==> config.mk <==
export PLATFORM = sky130hd
export DESIGN_NAME = serial_subtractor
export DESIGN_NICKNAME = d
export VERILOG_FILES = /design/src/rtl/arith_pkg.sv /design/src/rtl/full_subtractor.sv /design/src/rtl/serial_subtractor.sv
export SDC_FILE = /design/constraint.sdc
export NUM_CORES = 1
export LEC_CHECK = 0
export CAP_MARGIN = 5
export CORE_MARGIN = 2
export CORE_UTILIZATION = 30
export DETAILED_ROUTE_END_ITERATION = 6
export GPL_ROUTABILITY_DRIVEN = 0
export GPL_TIMING_DRIVEN = 0
export PLACE_DENSITY = 0.56
export SLEW_MARGIN = 20
export SYNTH_ARGS = -nofsm -noshare
export SYNTH_HDL_FRONTEND = slang
export SYNTH_SLANG_ARGS = --single-unit
export TNS_END_PERCENT = 30
==> constraint.sdc <==
create_clock -name clk -period 1.4 [get_ports clk]
set_input_delay 0.42 -clock clk [delete_from_list [all_inputs] [get_ports clk]]
set_output_delay 0.42 -clock clk [all_outputs]
set_load 0.02 [all_outputs]
==> src/rtl/arith_pkg.sv <==
// Shared arithmetic definitions: FSM state encodings and default operand width
// for the serial arithmetic units.
package arith_pkg;

  localparam logic [1:0] S_IDLE = 2'd0;
  localparam logic [1:0] S_RUN  = 2'd1;
  localparam logic [1:0] S_DONE = 2'd2;

  localparam int DEFAULT_WIDTH = 4;

endpackage : arith_pkg

==> src/rtl/full_subtractor.sv <==
// One-bit full subtractor cell: D = A - B - Bin with borrow-out.
module full_subtractor (
  input  logic A,
  input  logic B,
  input  logic Bin,
  output logic D,
  output logic Bout
);

  assign D    = A ^ B ^ Bin;
  assign Bout = (~A & B) | (~A & Bin) | (B & Bin);

endmodule : full_subtractor

==> src/rtl/serial_subtractor.sv <==
// Bit-serial unsigned subtractor (A - B - Bin), LSB first, with start/busy/done
// handshake; the result registers hold their value until the next completion.
module serial_subtractor
  import arith_pkg::*;
#(
  parameter int WIDTH = DEFAULT_WIDTH
) (
  input  logic             clk,
  input  logic             rst_n,
  input  logic             start,
  input  logic [WIDTH-1:0] A,
  input  logic [WIDTH-1:0] B,
  input  logic             Bin,
  output logic             busy,
  output logic             done,
  output logic [WIDTH-1:0] Diff,
  output logic             Bout
);

  localparam int             CW   = $clog2(WIDTH + 1);
  localparam logic [CW-1:0]  LAST = CW'(WIDTH - 1);

  logic [1:0]       r_state;
  logic [WIDTH-1:0] r_a;
  logic [WIDTH-1:0] r_b;
  logic [WIDTH-1:0] r_d;
  logic             r_c;
  logic [CW-1:0]    r_cnt;

  logic             w_d;
  logic             w_c;
  logic [WIDTH-1:0] w_d_next;

  full_subtractor u_cell (
    .A    (r_a[0]),
    .B    (r_b[0]),
    .Bin  (r_c),
    .D    (w_d),
    .Bout (w_c)
  );

  // New difference bit enters at the MSB so the LSB-first stream lands in place.
  generate
    if (WIDTH == 1) begin : g_w1
      assign w_d_next = w_d;
    end else begin : g_wn
      assign w_d_next = {w_d, r_d[WIDTH-1:1]};
    end
  endgenerate

  assign busy = (r_state == S_RUN);
  assign done = (r_state == S_DONE);

  always_ff @(posedge clk or negedge rst_n) begin
    if (!rst_n) begin
      r_state <= S_IDLE;
      r_a     <= '0;
      r_b     <= '0;
      r_d     <= '0;
      r_c     <= 1'b0;
      r_cnt   <= '0;
      Diff    <= '0;
      Bout    <= 1'b0;
    end else begin
      case (r_state)
        S_IDLE: begin
          if (start) begin
            r_a     <= A;
            r_b     <= B;
            r_c     <= Bin;
            r_cnt   <= '0;
            r_d     <= '0;
            r_state <= S_RUN;
          end
        end
        S_RUN: begin
          r_d   <= w_d_next;
          r_a   <= r_a >> 1;
          r_b   <= r_b >> 1;
          r_c   <= w_c;
          r_cnt <= r_cnt + CW'(1);
          if (r_cnt == LAST) begin
            Diff    <= w_d_next;
            Bout    <= w_c;
            r_state <= S_DONE;
          end
        end
        S_DONE: r_state <= S_IDLE;
        default: r_state <= S_IDLE;
      endcase
    end
  end

endmodule : serial_subtractor
* Yosys cells after proc, flatten, opt, wreduce, memory -nomap -nowiden
Cells that the tools add are included.
W data, S select, Z words.
** Operators by class
- $add $sub $neg :: 1
- Equality and inequality tests :: 5
- Mux-type cells :: 13
- Bitwise logic cells :: 8
- Reduce and logical (&&, ||, !) cells :: 5
** Operators by type and width (number)
- $pmux W4 S2 :: 3
- $mux W4 :: 3
- $pmux W3 S2 :: 1
- $reduce_and A2 Y1 :: 3
- $mux W2 :: 2
- $pmux W2 S2 :: 1
- $add A3 B1 Y3 const B :: 1
- $and A1 B1 Y1 :: 3
- $eq A3 B2 Y1 const B :: 1
- $mux W3 :: 1
- $eq A2 B1 Y1 const B :: 1
- $eq A2 B2 Y1 const B :: 1
- $logic_not A2 Y1 :: 1
- $ne A2 B1 Y1 const B :: 1
- $ne A2 B2 Y1 const B :: 1
- $or A1 B1 Y1 :: 2
- $pmux W1 S2 :: 1
- $reduce_bool A2 Y1 :: 1
- $xor A1 B1 Y1 :: 2
- $mux W1 :: 1
- $not A1 Y1 :: 1
** Storage, ports and cells
- Register bits :: 23
- Bits of input ports :: 12
- Logic and storage cells :: 40

* Depth between registers and ports, before layout
Gate-level depths: netlist (run 1).
- Depth in word-level cells :: 5
- Gate-level depth with buffers :: 4

* By module
A second synthesis (run 1) with hierarchy kept.
** Second synthesis, totals
- Cells, all modules :: 85
- Area, all modules :: 996.0 um^2
** Modules (own cells, without submodules)
- serial_subtractor :: times used 1, cells an instance 82, area each 968.4 um^2
- full_subtractor :: times used 1, cells an instance 3, area each 27.5 um^2

* Worst setup path before layout (run 1)
Ideal clock, no wire load.
- Path kind :: reg-to-reg
- Start point :: reg r_cnt[0]
- End point :: reg Bout
- Arrival time :: 1291 ps
- Data required time :: 1275 ps
- Slack :: -15 ps
- Stages on the path, launching flop included :: 5
- Path buffers :: 0
- Period minus slack after synthesis :: 1415 ps
- Cells stage by stage :: dfrtp_1 > ha_1 > ha_1 > nand3b_1 > mux2_2
** On the way
- Word-level cells in the longest chain between the ends :: 2
** Ends and longest elaborated chain
- start, declared :: RTL line serial_subtractor.sv:28 : logic [CW-1:0] r_cnt;
- start signal, assigned :: RTL line serial_subtractor.sv:81 : r_cnt <= r_cnt + CW'(1);
- $eq A3 B2 Y1 :: RTL line serial_subtractor.sv:82 : if (r_cnt == LAST) begin
- $reduce_and A2 Y1 (no source line)
- end signal, assigned :: RTL line serial_subtractor.sv:84 : Bout <= w_c;
- end, declared :: RTL line serial_subtractor.sv:17 : output logic Bout
Every way passes these cells.
A chain may end at the register's enable or synchronous reset.

* Worst setup path in the final report (run 1)
- Start point :: reg r_state[1]
- End point :: out busy
** On the way
- Word-level cells in the longest chain between the ends :: 1
** Ends and longest elaborated chain
- start, declared :: RTL line serial_subtractor.sv:23 : logic [1:0] r_state;
- start signal, assigned :: RTL line serial_subtractor.sv:56 : r_state <= S_IDLE;
- start signal, assigned :: RTL line serial_subtractor.sv:73 : r_state <= S_RUN;
- start signal, assigned :: RTL line serial_subtractor.sv:85 : r_state <= S_DONE;
- $eq A2 B1 Y1 :: RTL line serial_subtractor.sv:51 : assign busy = (r_state == S_RUN);
- end, declared :: RTL line serial_subtractor.sv:14 : output logic busy,
Every way passes these cells.

==> qor.yml, run 1 <==
outcome: "finished with violations"
violations: "negative setup slack"
p_leak_nw: 0.666
cts_buffers: 3
ios: 19
antenna-diode-count: 0
endpoint: "busy"
critPathLaunch: "r_state[1]$_DFFE_PN0P_"
clock_skew_ps: 1.55
rr_startpoint: "r_cnt[1]$_DFFE_PN0P_"
vias: 778
cts.sinks: 22
criticalPathCategory: "flop to output port"
tns_ps: -488
synthFlopType: "dfrtp_1"
endpoint_kind: "output port"
drive_gt1_frac: 0.478
ir_drop_v: 0.000664
path_clk_slew_ps: 130
async_flop_share: 1.00
worst_slew_pin_slew_ps: 494
core_area_um2: 3310
path_max_fanout: 4
syn-num-nets: 93
ys_seq_elements: 22
cts_tree: "done"
dp_hpwl_um: 1360
dpl.cell_count: 142
rsz0062_at_grt: "true"
worstPathArrival_ps: 1220
fin_cells: 161
die_w_um: 62.5
min_period_over_period: 1.17
area_growth_pct: 44.1
grt-ovfl-total: 0
finalHoldViolCount: 0
dieArea_um2: 3900
drc: 0
synth.distinct_cells: 30
die_h_um: 62.5
finalWorstSetupSlack_ps: -237
port_buffers: 18
crit_path_start_kind: "flop"
firstDrtPassIters: 4
dpl_cell_area_um2: 1260
antenna_found_initial: 0
period_minus_slack_ps: 1640
synth-edff-count: 0
wl_per_cell_um: 14.3
htreeDepth: 1
totalWireLength_um: 2300
r2r-end: "Diff[2]$_DFFE_PN0P_"
yosysWarnings: 0
maxCapViolations: 0
cp.required_ps: 980
power_density_nw_per_um2: 2250
grt_usage: 0.118
insertion_delay_ps: 320
drtIter0Drc: 29
nets: 131
grt_pass1_vias: 713
root_buffer: "clkbuf_4"
slew_violations: 0
antenna_left: 0
hp-class: "primary input to asynchronous set/reset pin"
ys_seq_area_frac: 0.537
syn-cell-area_um2: 1030
post_drt_via_cell_ratio: 4.83
max_freq_ghz: 0.611
syn_inst: 78
relSlewSlack: 0.670
clockBufferDepth: 2
grt_max_degree: 23
fin_area_um2: 1480
hold_ws_ps: 38.7
initial_core_util: 0.310
syn_area_per_cell_um2: 13.2
grt_pass1_wl_um: 3590
setup_violations: 6
reg2reg_depth: 5
rrSetupSlack_ps: -30
num_rows: 21
cells by family after synthesis:
group | share of synthesized area
buffers and inverters | 0.0585
AO/OA/AOI/OAI | 0.156
AND/OR/NAND/NOR | 0.141
flip-flops | 0.537
multiplexers | 0.0634
adder cells (fa/ha/maj) | 0.0439
per-layer routing:
metal | vias to the layer above | GRT usage | share of wire
met2 | 18 | 0.177 | 0.47
met1 | 389 | 0.163 | 0.47
met4 | 0 | 0.0500 | 0.016
met3 | 3 | 0.0270 | 0.044
li1 | 368 | - | -
met5 | - | 0 | 0
per-stage QoR:
stage | worst slack, ps | utilization | power (mW)
after floorplan | -15.4 | - | 2.00
after detailed placement | -547 | 0.382 | 2.43
after CTS | -270 | 0.423 | 3.15
final | -237 | 0.447 | 3.32
after global routing | -289 | 0.447 | 3.55
after global placement | -538 | 0.382 | 2.40
layout by cell type (no fill, tap or decap):
cell type and instances:
a211o_1 1, a211oi_1 1, a21oi_1 1, a221oi_2 3
a22o_1 3, and4bb_2 1, buf_2 7, buf_4 14
buf_6 6, bufinv_16 1, clkbuf_4 3, clkdlybuf4s50_1 10
clkinv_4 1, dfrtp_1 20, dfrtp_2 2, fa_1 1
ha_2 2, inv_1 8, mux2_2 4, mux2i_1 2
nand2_1 1, nand2b_1 2, nand3b_1 1, nand4bb_1 1
nor2b_4 1, nor3b_1 2, nor4b_1 1, nor4b_2 3
o21ba_2 1, o21bai_4 1, o221a_2 3, o22ai_1 1
o2bb2ai_1 1, o311ai_0 1, or2b_4 1, or4b_1 2
or4b_4 1
cells in the mapped netlist, drive strengths merged (2+ instances only):
library cell / n / area, µm²
a221oi: 3 / 26.3
buf: 4 / 26.3
nor4b: 4 / 35.0
a22o: 3 / 26.3
dfrtp: 22 / 551
nor3b: 2 / 15.0
nand2b: 2 / 12.5
ha: 2 / 25.0
o221a: 3 / 33.8
mux2i: 2 / 20.0
inv: 9 / 33.8
mux2: 4 / 45.0
or4b: 3 / 30.0
timing repair:
| action | CTS | global route |
|---|---|---|
| endpoints found under the hold margin | 0 | 0 |
| hold buffers | 0 | 0 |
| pin swaps | 0 | 4 |
| gates cloned | 0 | 0 |
| gates resized for setup | 37 | 17 |
| endpoints found under the setup margin | 12 | 17 |
| setup buffers | 9 | 7 |
final cells by class:
cell class	instances	area (µm²)
flip-flops and latches	22	553
multi-input cells	43	469
well taps	46	57.6
inverters	9	38.8
repair buffers	34	280
clock inverters	1	30.0
clock buffers	3	22.5
fillers	347	1830
plain buffers	3	27.5
where the power goes:
part / internal (mW) / switching (mW) / total (mW)
Combinational: 0.936 / 0.780 / 1.72
Sequential: 0.931 / 0.171 / 1.10
Clock: 0.290 / 0.215 / 0.505
worst max-delay path, cell delays in order, from the launching register on:
cell and delay, ps:
dfrtp_2 460, or2b_4 280, clkinv_4 50, buf_6 100
sequential cells by signal, summed over array words and instances (netlist names):
name     flops
r_d          3
r_state      2
Bout         1
r_a          4
r_cnt        3
r_b          4
r_c          1
Diff         4
worst min path at each step:
stage                      endpoint  slack [ps]  depth (start not counted)
6_report         r_d[3]$_DFFE_PN0P_          40                          1
5_1_grt         Diff[0]$_DFFE_PN0P_          60                          1
4_1_cts        r_cnt[0]$_DFFE_PN0P_         490                          1
3_5_place_dp   r_cnt[0]$_DFFE_PN0P_         480                          1
3_3_place_gp   r_cnt[0]$_DFFE_PN0P_         470                          1
2_1_floorplan      Bout$_DFFE_PN0P_         120                          0
Power figures use the tool's default switching activity.
==> inputs of run 2 (changes only) <==
--- a/config.mk
+++ b/config.mk
@@ -7,11 +7,10 @@
 export LEC_CHECK = 0
 export CAP_MARGIN = 5
 export CORE_MARGIN = 2
-export CORE_UTILIZATION = 30
+export CORE_UTILIZATION = 45
 export DETAILED_ROUTE_END_ITERATION = 6
-export GPL_ROUTABILITY_DRIVEN = 0
 export GPL_TIMING_DRIVEN = 0
-export PLACE_DENSITY = 0.56
+export PLACE_DENSITY = 0.76
 export SLEW_MARGIN = 20
 export SYNTH_ARGS = -nofsm -noshare
 export SYNTH_HDL_FRONTEND = slang
==> run 2 against run 1 <==
Net effect:
- the run still ends with negative setup slack left
- hold slack better by 220 ps
- die area down 31%
- final area down 2.0%
- fmax up 0.51%
- utilization up 21 points
- non-clock buffer count down 3
- critical path type unchanged
- critical endpoint unchanged
- largest cell class unchanged
==> qor.yml, run 2 (synthesis results as in run 1) <==
firstDrtPassIters: 4  # unchanged
area_growth_pct: 41.2
maxCapViolations: 0  # unchanged
wl_met1_um: 968  # -10%
place_congestion: 0.783
post-place-ws_ps: -516  # +31.4 ps
grt-ovfl-total: 0  # unchanged
period_minus_slack_ps: 1630  # -8.38 ps
drtIter0Drc: 7  # -76%
antenna_found_initial: 0  # unchanged
insertion_delay_ps: 300  # -20 ps
critPathLaunch: "r_state[0]$_DFFE_PN0P_"
relSlewSlack: 0.351  # -0.320
dpl_cell_area_um2: 1240  # -1.8%
antenna_left: 0  # unchanged
fin_area_um2: 1450  # -2.0%
dr_wl_met2_um: 1160  # +6.4%
criticalPathCategory: "flop to output port"
dr.max_layer_used: "met4"
path_clk_slew_ps: 120  # about the same
nets: 128  # -2.3%
dp_hpwl_um: 1320  # -2.8%
grt_max_degree: 23  # unchanged
finalHoldViolCount: 0  # unchanged
worst_slew_pin_slew_ps: 972  # +478 ps
min_period_over_period: 1.16  # -0.00598
die_h_um: 51.8  # -17%
post_drt_via_cell_ratio: 5.32  # +10%
cts_tree: "done"
endpoint_kind: "output port"
vias: 740  # -4.9%
port_buffers: 18  # unchanged
root_buffer: "clkbuf_4"
power_density_nw_per_um2: 2160  # -4.0%
ios: 19  # unchanged
core_area_um2: 2190  # -34%
rrSetupSlack_ps: -40  # about the same
dr_wl_met3_um: 64  # -37%
n_fill_cell: 159  # -54%
antenna-diode-count: 0  # unchanged
reg_top3: "Diff: 4 flops, r_a: 4 flops, r_b: 4 flops"
max_freq_ghz: 0.614  # +0.51%
hp-class: "primary input to asynchronous set/reset pin"
ir_drop_v: 0.00105  # +59%
wl_per_cell_um: 16.2  # +13%
path_max_fanout: 3  # -1
drive_gt1_frac: 0.432  # -0.0458
layout_common_cells: "dfrtp_1, buf_4, clkdlybuf4s50_1"
finalWorstSetupSlack_ps: -228  # +8.38 ps
cp.required_ps: 980  # about the same
num_rows: 17  # -19%
finalPower_mw: 3.12  # -6.0%
rsz0062_at_grt: "true"
dieArea_um2: 2680  # -31%
rr_startpoint: "r_cnt[0]$_DFFE_PN0P_"
slew_violations: 0  # unchanged
grt_pass1_wl_um: 3580  # -0.36%
initial_core_util: 0.468  # +0.158
die_w_um: 51.8  # -17%
cts_buffers: 3  # unchanged
clock_skew_ps: 2.91  # +1.36 ps
final_common_cell: "dfrtp_1"
violations: "negative setup slack"
drc: 0  # unchanged
clockBufferDepth: 2  # unchanged
outcome: "finished with violations"
reg2reg_depth: 5  # unchanged
setup_violations: 6  # unchanged
worstPathArrival_ps: 1210  # about the same
r2r-end: "Bout$_DFFE_PN0P_"
grt_usage: 0.186  # +0.0679
htreeDepth: 1  # unchanged
grt_pass1_vias: 780  # +9.4%
crit_path_start_kind: "flop"
totalWireLength_um: 2250  # -2.2%
cts.sinks: 22  # unchanged
p_leak_nw: 0.672  # +0.91%
## run 2: cell types whose count changed in the layout (fill, tap and decap cells not counted), moves of 2 or more
cell	previous run	this run
mux2_2	4	0
mux2_4	0	4
ha_4	0	2
buf_2	7	1
clkbuf_2	0	4
buf_4	14	12
ha_2	2	0
## run 2: cell type report
class | instances | area (µm²) | share of cell area
buffer | 4 | 45.0 | 0.0311
multi-input combinational | 43 | 508 | 0.351
clock buffer | 3 | 22.5 | 0.0155
sequential | 22 | 552 | 0.381
timing repair buffer | 30 | 250 | 0.173
tap | 28 | 35.0 | 0.0242
inverter | 9 | 36.3 | 0.0250
## run 2: what timing repair did
action                                  4_1_cts  5_1_grt
endpoints found under the hold margin         0        0
pin swaps                                     0        6
endpoints found under the setup margin       13       41
hold buffers                                  0        0
setup buffers                                 7        7
resized for setup                            30       24
## run 2: report_power, final
group          leakage [nW]  total, mW  switching [mW]  internal (mW)
sequential            0.270       1.10           0.176          0.929
combinational         0.389       1.74           0.797          0.941
clock                0.0138      0.281           0.181          0.100
## run 2: layer usage
layer  vias to the layer above  global-route usage
li1                        356                   -
met1                       362               0.232
met2                        16               0.301
met3                         6              0.0287
met4                         0               0.114
met5                         -                   0
## run 2: how the worst max path moves through the flow
stage	depth (start not counted)	slack, ps	end
finish	4	-230	busy
global route	3	-270	busy
CTS	4	-230	busy
detailed placement	4	-520	busy
global placement	4	-520	busy
floorplan	4	-20	Bout$_DFFE_PN0P_
## run 2: per-stage QoR
stage | util | TNS [ps] | std cells | hold WS, ps
after detailed placement | 0.567 | -11030 | 124 | 473
after floorplan | - | -61.7 | 78 | 124
final | 0.661 | -544 | 139 | 260
after CTS | 0.612 | -1080 | 134 | 490
after global routing | 0.661 | -851 | 139 | 325
after global placement | 0.567 | -10230 | 124 | 467
## run 2: critical path, cell delays in order, from the launching register on
cell and delay (ps):
dfrtp_1 360, buf_6 110, or2b_4 280, inv_4 60, buf_6 110
==> inputs of run 3 (changes only) <==
--- a/config.mk
+++ b/config.mk
@@ -10,7 +10,7 @@
 export CORE_UTILIZATION = 45
 export DETAILED_ROUTE_END_ITERATION = 6
 export GPL_TIMING_DRIVEN = 0
-export PLACE_DENSITY = 0.76
+export PLACE_DENSITY = 0.73
 export SLEW_MARGIN = 20
 export SYNTH_ARGS = -nofsm -noshare
 export SYNTH_HDL_FRONTEND = slang
==> constraint.sdc (replaced) <==
create_clock -name clk -period 1.72 [get_ports clk]
set_input_delay 0.516 -clock clk [delete_from_list [all_inputs] [get_ports clk]]
set_output_delay 0.516 -clock clk [all_outputs]
set_load 0.02 [all_outputs]
==> run 3 against run 2 <==
Net effect:
- the run still ends with negative setup slack left
- clock skew decreased by 1.7 ps
- wire length fell by 16%
- largest cell class unchanged
- global-route usage is 2.1 points lower
- total power fell by 24%
- sequential power fell by 20%
- count of clock-buffer cells in the layout rose by 1
- hold slack got worse by 110 ps
- via count down 1.9%
- final area down 7.5%
- critical path depth unchanged
- utilization down 5.0 points
- non-clock buffer count down 4
==> qor.yml, run 3 (synthesis results as in run 1) <==
outcome: "finished with violations"
violations: "negative setup slack"
die_w_um: 51.8  # unchanged
ios: 19  # unchanged
die_h_um: 51.8  # unchanged
utilization: 0.612  # -0.0497
antenna_found_initial: 0  # unchanged
grt_max_degree: 23  # unchanged
totalWireLength_um: 1900  # -16%
dp_hpwl_um: 1230  # -7.1%
area_growth_pct: 30.6
antenna_left: 0  # unchanged
max_freq_ghz: 0.555
worst_slew_pin_slew_ps: 490  # -482 ps
ir_drop_v: 0.000800  # -24%
internal_power_mw: 1.54  # -22%
dieArea_um2: 2680  # unchanged
path_max_fanout: 6  # +3
multiInputGateArea_um2: 415  # -18%
root_buffer: "clkbuf_4"
drive_gt1_frac: 0.287  # -0.145
insertion_delay_ps: 310  # about the same
final_common_cell: "dfrtp_1"
min_period_over_period: 1.05
seqPwrFrac: 0.369  # +0.015
criticalPathCategory: "flop to output port"
finalPower_mw: 2.37  # -24%
cp.required_ps: 1200  # +220 ps
core_area_um2: 2190  # unchanged
dpl.cell_count: 124  # unchanged
drc: 0  # unchanged
htreeDepth: 1  # unchanged
clockBufferDepth: 2  # unchanged
nets: 124  # -3.1%
grt_pass1_wl_um: 3170  # -12%
cts_buffers: 3  # unchanged
rsz0062_at_grt: "true"
antenna-diode-count: 0  # unchanged
clkPwrFrac: 0.121  # +0.031
vias: 726  # -1.9%
grt_usage: 0.165  # -0.0210
worstPathArrival_ps: 1290  # +80 ps
dpl_cell_area_um2: 1240  # unchanged
post_drt_via_cell_ratio: 5.34  # +0.27%
port_buffers: 18  # unchanged
reg_top3: "Diff: 4 flops, r_a: 4 flops, r_b: 4 flops"
place_congestion: 0.770  # -1.6%
endpoint_kind: "output port"
initial_core_util: 0.468  # unchanged
post-place-ws_ps: -299  # +217 ps
crit_path_start_kind: "flop"
tns_ps: -82.6  # +461 ps
layout_common_cells: "dfrtp_1, clkdlybuf4s50_1, buf_4"
hold_ws_ps: 152  # -108 ps
n_fill_cell: 184  # +16%
ff_latch_area_um2: 551  # -0.23%
p_leak_nw: 0.629  # -6.5%
finalHoldViolCount: 0  # unchanged
wl_per_cell_um: 14.0  # -14%
hp-class: "primary input to asynchronous set/reset pin"
power_density_nw_per_um2: 1770  # -18%
grt-ovfl-total: 0  # unchanged
postCtsHoldBufs: 0  # unchanged
relSlewSlack: 0.673  # +0.322
fin_cells: 136  # -2.2%
setup_violations: 1  # -5
num_rows: 17  # unchanged
drtIter0Drc: 12  # +5
path_clk_slew_ps: 120  # about the same
sw_frac_of_total: 0.351  # -0.0181
maxCapViolations: 0  # unchanged
cts.sinks: 22  # unchanged
grt_pass1_vias: 691  # -11%
fin_area_um2: 1340  # -7.5%
cts_tree: "done"
clock_skew_ps: 1.16  # -1.75 ps
p_comb_frac: 0.509  # -0.047
firstDrtPassIters: 6  # +2
finalWorstSetupSlack_ps: -82.6  # +146 ps
period_minus_slack_ps: 1800
switching_power_mw: 0.832  # -28%
slew_violations: 0  # unchanged
## run 3: cell count changes in the layout (fill, tap and decap cells not counted), moves of 4 or more
cell,delta
clkbuf_2,-4
dlygate4sd2_1,+5
mux2_2,+4
mux2_4,-4
nor4b_1,+4
## run 3: worst max-delay path, stage by stage (launching register included)
cell	delay, ps
dfrtp_1	410
buf_6	130
or2b_4	270
inv_4	60
buf_6	110
## run 3: repair_timing
item                                    in CTS  in global routing
endpoints found under the setup margin       7                  2
resized for setup                           20                  0
buffers inserted                             7                  2
pin swaps                                    0                  0
## run 3: cell type report
| cell class | instances | share of cell area |
|---|---|---|
| Inverter | 9 | 0.0271 |
| Buffer | 3 | 0.0205 |
| Timing Repair Buffer | 27 | 0.178 |
| Multi-Input combinational cell | 43 | 0.310 |
| Clock buffer | 4 | 0.0271 |
| Sequential cell | 22 | 0.411 |
| Tap cell | 28 | 0.0261 |
## run 3: final timing paths
| kind | depth (start not counted) | slack (ps) | endpoint | startpoint |
|---|---|---|---|---|
| max in group asynchronous | 1 | 1240 | r_state[1]$_DFFE_PN0P_ | rst_n |
| worst min-delay path | 1 | 150 | r_b[1]$_DFFE_PN0P_ | rst_n |
| worst min register to register | 1 | 490 | r_cnt[0]$_DFFE_PN0P_ | r_cnt[0]$_DFFE_PN0P_ |
| min in group clk | 1 | 490 | r_cnt[0]$_DFFE_PN0P_ | r_cnt[0]$_DFFE_PN0P_ |
| worst max-delay path | 4 | -80 | busy | r_state[1]$_DFFE_PN0P_ |
| worst max register to register | 4 | 170 | Diff[2]$_DFFE_PN0P_ | r_cnt[0]$_DFFE_PN0P_ |
## run 3: power groups by stage
stage / sequential (mW) / combinational, mW / clock [mW]
floorplan: 0.936 / 0.690 / 0
finish: 0.875 / 1.21 / 0.287
CTS: 0.874 / 1.19 / 0.300
global route: 0.898 / 1.33 / 0.318
global placement: 0.888 / 1.05 / 0
detailed placement: 0.895 / 1.06 / 0
## run 3: metal layers
layer  vias up  share of wire  GRT usage  wire (µm)
li1        348              -          -          -
met1       361           0.46      0.212        869
met2        13           0.50      0.265        940
met3         4          0.031     0.0259         59
met4         0          0.015     0.0921         28
met5         -              0          0          0
